==> config.mk <==
export PLATFORM = sky130hd
export DESIGN_NAME = degree_entry_ctrl
export DESIGN_NICKNAME = d
export VERILOG_FILES = /design/src/rtl/degree_entry_ctrl.sv
export SDC_FILE = /design/constraint.sdc
export NUM_CORES = 1
export LEC_CHECK = 0
export CAP_MARGIN = 20
export CORE_ASPECT_RATIO = 0.75
export CORE_UTILIZATION = 40
export DETAILED_ROUTE_END_ITERATION = 10
export GPL_ROUTABILITY_DRIVEN = 0
export SLEW_MARGIN = 10
export SYNTH_ARGS = -nofsm -noshare
export SYNTH_HDL_FRONTEND = slang
export SYNTH_SLANG_ARGS = --single-unit
==> constraint.sdc <==
create_clock -name i_clk -period 2.85 [get_ports i_clk]
set_input_delay 0.7125 -clock i_clk [delete_from_list [all_inputs] [get_ports i_clk]]
set_output_delay 0.7125 -clock i_clk [all_outputs]
set_load 0.05 [all_outputs]
==> src/rtl/degree_entry_ctrl.sv <==
// Keypad sequencer for the BCD-to-binary degree converter: collects up to three
// digits, waits out the converter latency on ENTER and publishes a range-checked angle.
module degree_entry_ctrl #(
    parameter int unsigned CONV_LAT    = 2,
    parameter int unsigned MAX_DEG     = 180,
    parameter int unsigned TIMEOUT_CYC = 50000000
) (
    input  logic       i_clk,
    input  logic       i_rst,
    input  logic       i_key_valid,
    input  logic [3:0] i_key_code,
    output logic [3:0] o_units,
    output logic [3:0] o_tens,
    output logic [3:0] o_hundreds,
    input  logic [8:0] i_degrees,
    output logic [1:0] o_digit_count,
    output logic       o_busy,
    output logic [8:0] o_deg,
    output logic       o_deg_valid,
    output logic       o_err,
    output logic       o_timeout
);

    localparam int unsigned LW = $clog2(CONV_LAT + 1);
    localparam int unsigned TW = $clog2(TIMEOUT_CYC);

    typedef enum logic [1:0] {
        S_IDLE  = 2'd0,
        S_ENTRY = 2'd1,
        S_CONV  = 2'd2
    } state_t;

    state_t        state_q;
    logic [3:0]    units_q;
    logic [3:0]    tens_q;
    logic [3:0]    hundreds_q;
    logic [1:0]    count_q;
    logic [LW-1:0] lat_q;
    logic [TW-1:0] tmr_q;
    logic          busy_q;
    logic [8:0]    deg_q;
    logic          deg_valid_q;
    logic          err_q;
    logic          timeout_q;

    // Key decode; a fourth digit is not a usable key and leaves the timer running.
    logic is_digit_c;
    logic is_clear_c;
    logic is_enter_c;
    logic digit_ok_c;

    always_comb begin
        is_digit_c = i_key_valid && (i_key_code <= 4'd9);
        is_clear_c = i_key_valid && (i_key_code == 4'hA);
        is_enter_c = i_key_valid && (i_key_code == 4'hB);
        digit_ok_c = is_digit_c && (count_q != 2'd3);
    end

    always_ff @(posedge i_clk or negedge i_rst) begin
        if (!i_rst) begin
            state_q     <= S_IDLE;
            units_q     <= 4'd0;
            tens_q      <= 4'd0;
            hundreds_q  <= 4'd0;
            count_q     <= 2'd0;
            lat_q       <= '0;
            tmr_q       <= '0;
            busy_q      <= 1'b0;
            deg_q       <= 9'd0;
            deg_valid_q <= 1'b0;
            err_q       <= 1'b0;
            timeout_q   <= 1'b0;
        end else begin
            deg_valid_q <= 1'b0;
            err_q       <= 1'b0;
            timeout_q   <= 1'b0;
            case (state_q)
                S_IDLE, S_ENTRY: begin
                    if (digit_ok_c) begin
                        hundreds_q <= tens_q;
                        tens_q     <= units_q;
                        units_q    <= i_key_code;
                        count_q    <= count_q + 2'd1;
                        tmr_q      <= TW'(TIMEOUT_CYC - 1);
                        state_q    <= S_ENTRY;
                    end else if (is_clear_c) begin
                        units_q    <= 4'd0;
                        tens_q     <= 4'd0;
                        hundreds_q <= 4'd0;
                        count_q    <= 2'd0;
                        state_q    <= S_IDLE;
                    end else if (is_enter_c) begin
                        if (count_q == 2'd0) begin
                            err_q <= 1'b1;
                        end else begin
                            lat_q   <= LW'(CONV_LAT);
                            busy_q  <= 1'b1;
                            state_q <= S_CONV;
                        end
                    end else if (state_q == S_ENTRY) begin
                        // Idle in ENTRY: count down and discard the partial entry on expiry.
                        if (tmr_q == '0) begin
                            units_q    <= 4'd0;
                            tens_q     <= 4'd0;
                            hundreds_q <= 4'd0;
                            count_q    <= 2'd0;
                            timeout_q  <= 1'b1;
                            state_q    <= S_IDLE;
                        end else begin
                            tmr_q <= tmr_q - TW'(1);
                        end
                    end
                end
                S_CONV: begin
                    if (lat_q == '0) begin
                        if (i_degrees <= 9'(MAX_DEG)) begin
                            deg_q       <= i_degrees;
                            deg_valid_q <= 1'b1;
                        end else begin
                            err_q <= 1'b1;
                        end
                        units_q    <= 4'd0;
                        tens_q     <= 4'd0;
                        hundreds_q <= 4'd0;
                        count_q    <= 2'd0;
                        busy_q     <= 1'b0;
                        state_q    <= S_IDLE;
                    end else begin
                        lat_q <= lat_q - LW'(1);
                    end
                end
                default: begin
                    busy_q  <= 1'b0;
                    state_q <= S_IDLE;
                end
            endcase
        end
    end

    assign o_units       = units_q;
    assign o_tens        = tens_q;
    assign o_hundreds    = hundreds_q;
    assign o_digit_count = count_q;
    assign o_busy        = busy_q;
    assign o_deg         = deg_q;
    assign o_deg_valid   = deg_valid_q;
    assign o_err         = err_q;
    assign o_timeout     = timeout_q;

endmodule
==> results.py, run 1 <==
metrics = {
    "status": {
        "outcome": "finished with violations",
        "violations": "design-rule violations",
    },
    "die": {
        "die_h_microns": 73.8,
        "num_rows": 25,
        "dieArea_sq_mm": 0.00722,
        "io_pins": 43,
        "die_w_microns": 97.8,
        "start_util_pct": 42.5,
        "coreArea_sq_mm": 0.00647,
    },
    "clock_tree": {
        "cts_resized": 0,
        "cts_sinks": 57,
        "path_clk_slew_ps": 70,
        "clk_latency_ps": 340,
        "cts_tree": "built",
        "clk_path_buf_depth": 2,
        "cts-root-buf": "clkbuf_8",
        "h-tree-depth": 3,
        "numCtsBuffers": 9,
        "post-cts-setup-buffers": 0,
        "cts_hold_buf": 0,
    },
    "sta": {
        "rsz0062_at_grt": "false",
        "worst_pin_slew_ps": 509,
        "setup_tns_ps": 0,
        "drv_slew": 0,
        "fin_crit_ps": 2440,
        "fmax_mhz": 409,
        "finalSetupViolCount": 0,
        "finClkSkew_ps": 10.3,
        "slew_headroom_pct": 66.0,
        "period_share_pct": 85.7,
        "hold_violations": 0,
        "whs_ps": 300,
    },
    "yosys": {
        "synthSimpleGateAreaFrac_pct": 18.9,
        "synth_xor_area_share_pct": 4.46,
        "synthAdderAreaFrac_pct": 1.82,
        "synth-edff-count": 0,
        "synth_warnings": 0,
        "ys.flop_type": "dfrtp_1",
        "syn_area_per_cell_sq_um": 10.7,
        "synth-compound-area-share_pct": 16.4,
        "synthMuxAreaShare_pct": 3.68,
        "synth.distinct_cells": 46,
        "netlist_area_sq_mm": 0.00275,
        "ys_ff_latch": 57,
        "synthCells": 257,
        "ys_seq_area_share_pct": 51.8,
        "synth_nets": 277,
        "async_flop_share_pct": 100,
        "synth_top_family_by_area": "simple AND/OR/NAND/NOR gates",
    },
    "cells_and_area": {
        "final_common_cell": "dfrtp_1",
        "antennaDiodeCount": 0,
        "areaGrowthSynthToFinish_pct": 30.0,
        "drive_gt1_share_pct": 15.3,
        "layout_common_cells": "dfrtp_1, clkdlybuf4s50_1, nand2_1",
        "nets": 335,
    },
    "global_route": {
        "track_usage_pct": 18.8,
        "gr-total-overflow": 0,
        "use_met1_pct": 27.9,
        "use_met3_pct": 5.90,
        "busiest_layer": "met1",
        "met2_usage_pct": 24.9,
        "grt_pass1_wl_microns": 10200,
        "grt_pass1_vias": 1980,
        "grt_start_max_net_pins": 24,
        "antenna_found_initial": 0,
    },
    "routing": {
        "drt-total-wl_microns": 6190,
        "drc": 2,
        "vias": 2127,
        "initialDrtViolationCount": 132,
        "wl_per_cell_microns": 15.4,
        "dr.pass1.iters": 7,
        "final_antenna_net_count": 0,
        "vias_per_cell": 5.30,
    },
    "worst_hold_path": {
        "hp-class": "input pin to async pin",
    },
    "placed_design": {
        "port-buffer-count": 42,
        "dp_hpwl_microns": 4510,
    },
    "worst_setup_path": {
        "end_kind": "register",
        "ff2ff_setup_slack_ps": 410,
        "required_ps": 3080,
        "cp_data_arrival_time_ps": 2670,
        "critPathKind": "register to register",
        "crit_fanout": 14,
        "cp-start-kind": "register",
    },
    "pwr": {
        "vdd_drop_max_mv": 0.823,
        "p_per_area_mw_per_mm2": 849,
        "power_mw": 3.04,
        "power.leakage_nw": 1.45,
    },
    "run": {
        "drv_cap": 0,
    },
}
==> final timing paths <==
check,startpoint,endpoint,depth (start not counted)
min reg2reg,o_busy,o_busy,1
min,i_rst,tmr_q[25],1
max,tmr_q[14],o_digit_count[0],5
min in group i_clk,o_busy,o_busy,1
max in group asynchronous,i_rst,tmr_q[5],2
max reg2reg,tmr_q[14],o_digit_count[0],5
==> registers in the layout, indices dropped and copies added (netlist names) <==
register	flops
o_err	1
lat_q	2
o_deg_valid	1
tmr_q	26
o_digit_count	2
o_busy	1
o_units	4
o_timeout	1
o_deg	9
o_tens	4
o_hundreds	4
state_q	2
==> per-stage QoR <==
stage	area [sq um]	instances	util, %	worst slack (ps)
6_report	3580	401	55.2	407
5_1_grt	3580	401	55.2	312
4_1_cts	3580	401	55.2	400
3_5_place_dp	3330	385	51.5	222
3_3_place_gp	3330	385	51.5	259
2_1_floorplan	2750	257	-	584
==> cell type report <==
type                            instances  area (sq um)
Tap cell                               81           101
Fill cell                             580          2900
Clock buffer                           11           141
Inverter                               10          37.5
Clock inverter                          5           103
Sequential cell                        57          1430
Multi-Input combinational cell        181          1250
Timing Repair Buffer                   56           520
==> cells by family (layout without fill, tap and decap cells) <==
family          after synthesis  count (layout)
xor+xnor                     14              14
flops                        57              57
fa+ha+maj                     4               4
mux                           9               9
compound gates               61              61
simple gates                 93              93
buf+inv                      19              82
==> power breakdown <==
group          total, mW  internal (mW)  leakage [nW]  switching (mW)
clock network      0.933          0.603         0.120           0.330
registers           1.07          0.953         0.673           0.114
logic               1.04          0.386         0.653           0.650
==> critical path, cell delays in order, from the launching register on <==
cell     delay, ps
dfrtp_1        450
or4_4          530
or3_4          350
or2_1          280
o211a_1        400
mux2_2         320
==> cell usage after synthesis, drive strengths merged, types with 6 or more instances <==
library cell	n	area [sq um]
a22o	13	114
a31oi	7	43.8
clkbuf	8	30.0
dfrtp	57	1430
inv	10	37.5
mux2	9	101
nand2	21	78.8
nor2	17	66.3
nor2b	6	37.5
nor3	8	40.0
o211ai	10	75.1
o21ai	14	73.8
or3	6	42.5
or4	8	67.6
xor2	13	114
==> layer usage <==
metal	wire length, microns	vias to the layer above
li1	-	1069
met1	3340	1000
met2	2470	50
met3	301	8
met4	72	0
met5	0	-
(Power assumes the default switching activity.)
==> run 2, diff against run 1 <==
- GPL_ROUTABILITY_DRIVEN: 0 -> default
==> results of run 2 <==
Final layout, timing and power as in run 1 (identical DEF).
==> run 3, diff against run 2 <==
- clock period: 2.85 -> 3.2 ns (I/O delays scaled with it)
==> run 3 against run 2 <==
Compared with the run above:
- the flow still finishes with violations (design-rule violations)
- worst hold slack improved by 190 ps
- count of clock-buffer cells in the layout rose by 3
- clock power fell by 24%
- setup slack improved by 250 ps
- first-iteration DRC count fell by 14%
- global-route usage rose by 0.39 points
- die area did not move
- via count fell by 0.52%
==> results.py, run 3 (synthesized netlist as in run 1, its figures left out) <==
metrics = {
    "sta": {
        "fmax_mhz": 393,
        "hold_violations": 0,
        "setup_tns_ps": 0,
        "slew_headroom_pct": 51.0,
        "period_share_pct": 79.4,
        "drv_slew": 0,
        "fin_crit_ps": 2540,
        "finalSetupViolCount": 0,
        "finClkSkew_ps": 5.85,
        "worst_pin_slew_ps": 735,
        "setup_ws_ps": 659,
        "rsz0062_at_grt": "false",
    },
    "clock_tree": {
        "numCtsBuffers": 9,
        "cts_tree": "built",
        "clk_path_buf_depth": 2,
        "post-cts-setup-buffers": 0,
        "h-tree-depth": 3,
        "cts_sinks": 57,
        "cts_hold_buf": 0,
        "path_clk_slew_ps": 70,
        "clk_latency_ps": 340,
        "cts_resized": 0,
        "cts-root-buf": "clkbuf_8",
    },
    "routing": {
        "wl_per_cell_microns": 15.7,
        "initialDrtViolationCount": 113,
        "vias_per_cell": 5.38,
        "drt-total-wl_microns": 6180,
        "dr.pass1.iters": 7,
        "vias": 2116,
        "drc": 2,
        "final_antenna_net_count": 0,
    },
    "worst_setup_path": {
        "end_kind": "register",
        "required_ps": 3430,
        "cp-start-kind": "register",
        "critPathKind": "register to register",
        "cp_data_arrival_time_ps": 2770,
        "crit_fanout": 14,
    },
    "placed_design": {
        "dp_hpwl_microns": 4220,
        "port-buffer-count": 42,
        "post-place-ws_ps": 393,
        "gp_congestion": 0.790,
        "post-place-cells": 377,
    },
    "cells_and_area": {
        "largest_reg_flops": 26,
        "antennaDiodeCount": 0,
        "fillers": 594,
        "largest_register": "tmr_q",
        "multi_input_area_sq_mm": 0.00125,
        "drive_gt1_share_pct": 12.8,
        "layout_common_cells": "dfrtp_1, clkdlybuf4s50_1, nand2_1",
        "final_common_cell": "dfrtp_1",
        "nets": 327,
        "final_util_pct": 53.7,
        "areaGrowthSynthToFinish_pct": 26.5,
        "register_area_sq_mm": 0.00143,
        "instances_no_fill": 393,
    },
    "global_route": {
        "gr-total-overflow": 0,
        "track_usage_pct": 19.2,
        "grt_pass1_wl_microns": 10600,
        "grt_start_max_net_pins": 58,
        "grt_pass1_vias": 1987,
        "antenna_found_initial": 0,
    },
    "die": {
        "die_h_microns": 73.8,
        "coreArea_sq_mm": 0.00647,
        "dieArea_sq_mm": 0.00722,
        "num_rows": 25,
        "io_pins": 43,
        "die_w_microns": 97.8,
        "start_util_pct": 42.5,
    },
    "pwr": {
        "power.leakage_nw": 1.40,
        "vdd_drop_max_mv": 0.554,
        "p_per_area_mw_per_mm2": 735,
    },
    "worst_hold_path": {
        "hp-class": "register to register",
    },
    "status": {
        "violations": "design-rule violations",
        "outcome": "finished with violations",
    },
    "run": {
        "drv_cap": 0,
    },
}
run 3: power breakdown:
| part | switching [mW] | internal, mW | leakage (nW) | total, mW |
|---|---|---|---|---|
| clock network | 0.285 | 0.423 | 0.107 | 0.708 |
| logic | 0.577 | 0.323 | 0.616 | 0.900 |
| registers | 0.102 | 0.849 | 0.673 | 0.951 |
| total | 0.964 | 1.59 | 1.40 | 2.56 |
run 3: worst paths after layout:
kind	slack, ps	cells after the start	to	from
setup reg to reg	660	5	o_digit_count[0]	tmr_q[16]
setup / recovery	660	5	o_digit_count[0]	tmr_q[16]
max in group asynchronous	2110	2	tmr_q[0]	i_rst
hold / removal	490	1	o_deg[8]	o_deg[8]
hold reg to reg	490	1	o_deg[8]	o_deg[8]
min in group asynchronous	600	2	tmr_q[20]	i_rst
run 3: cell type report:
cell class,count,area share (%)
Clock inverter,2,1.01
Sequential cell,57,41.0
Multi-Input combinational cell,181,35.8
Clock buffer,14,4.96
Tap cell,81,2.91
Inverter,10,1.08
Timing Repair Buffer,48,13.2
run 3: routing by layer:
metal	wire length (microns)	GRT usage (%)
met5	0	0
met4	84	6.06
met3	319	6.28
met2	2340	23.5
met1	3440	30.6
run 3: critical path, cell delays in order, from the launching register on:
cell     delay (ps)
dfrtp_1         420
or4_4           550
or3_4           420
or2_1           290
o211a_1         410
mux2_2          330
run 3: through the flow:
stage / area (sq um) / power, mW / hold WS (ps)
after floorplan: 2750 / 1.55 / 490
after global placement: 3270 / 1.86 / 473
after detailed placement: 3270 / 1.86 / 475
after CTS: 3480 / 2.58 / 495
after global routing: 3480 / 2.70 / 522
final: 3480 / 2.56 / 489
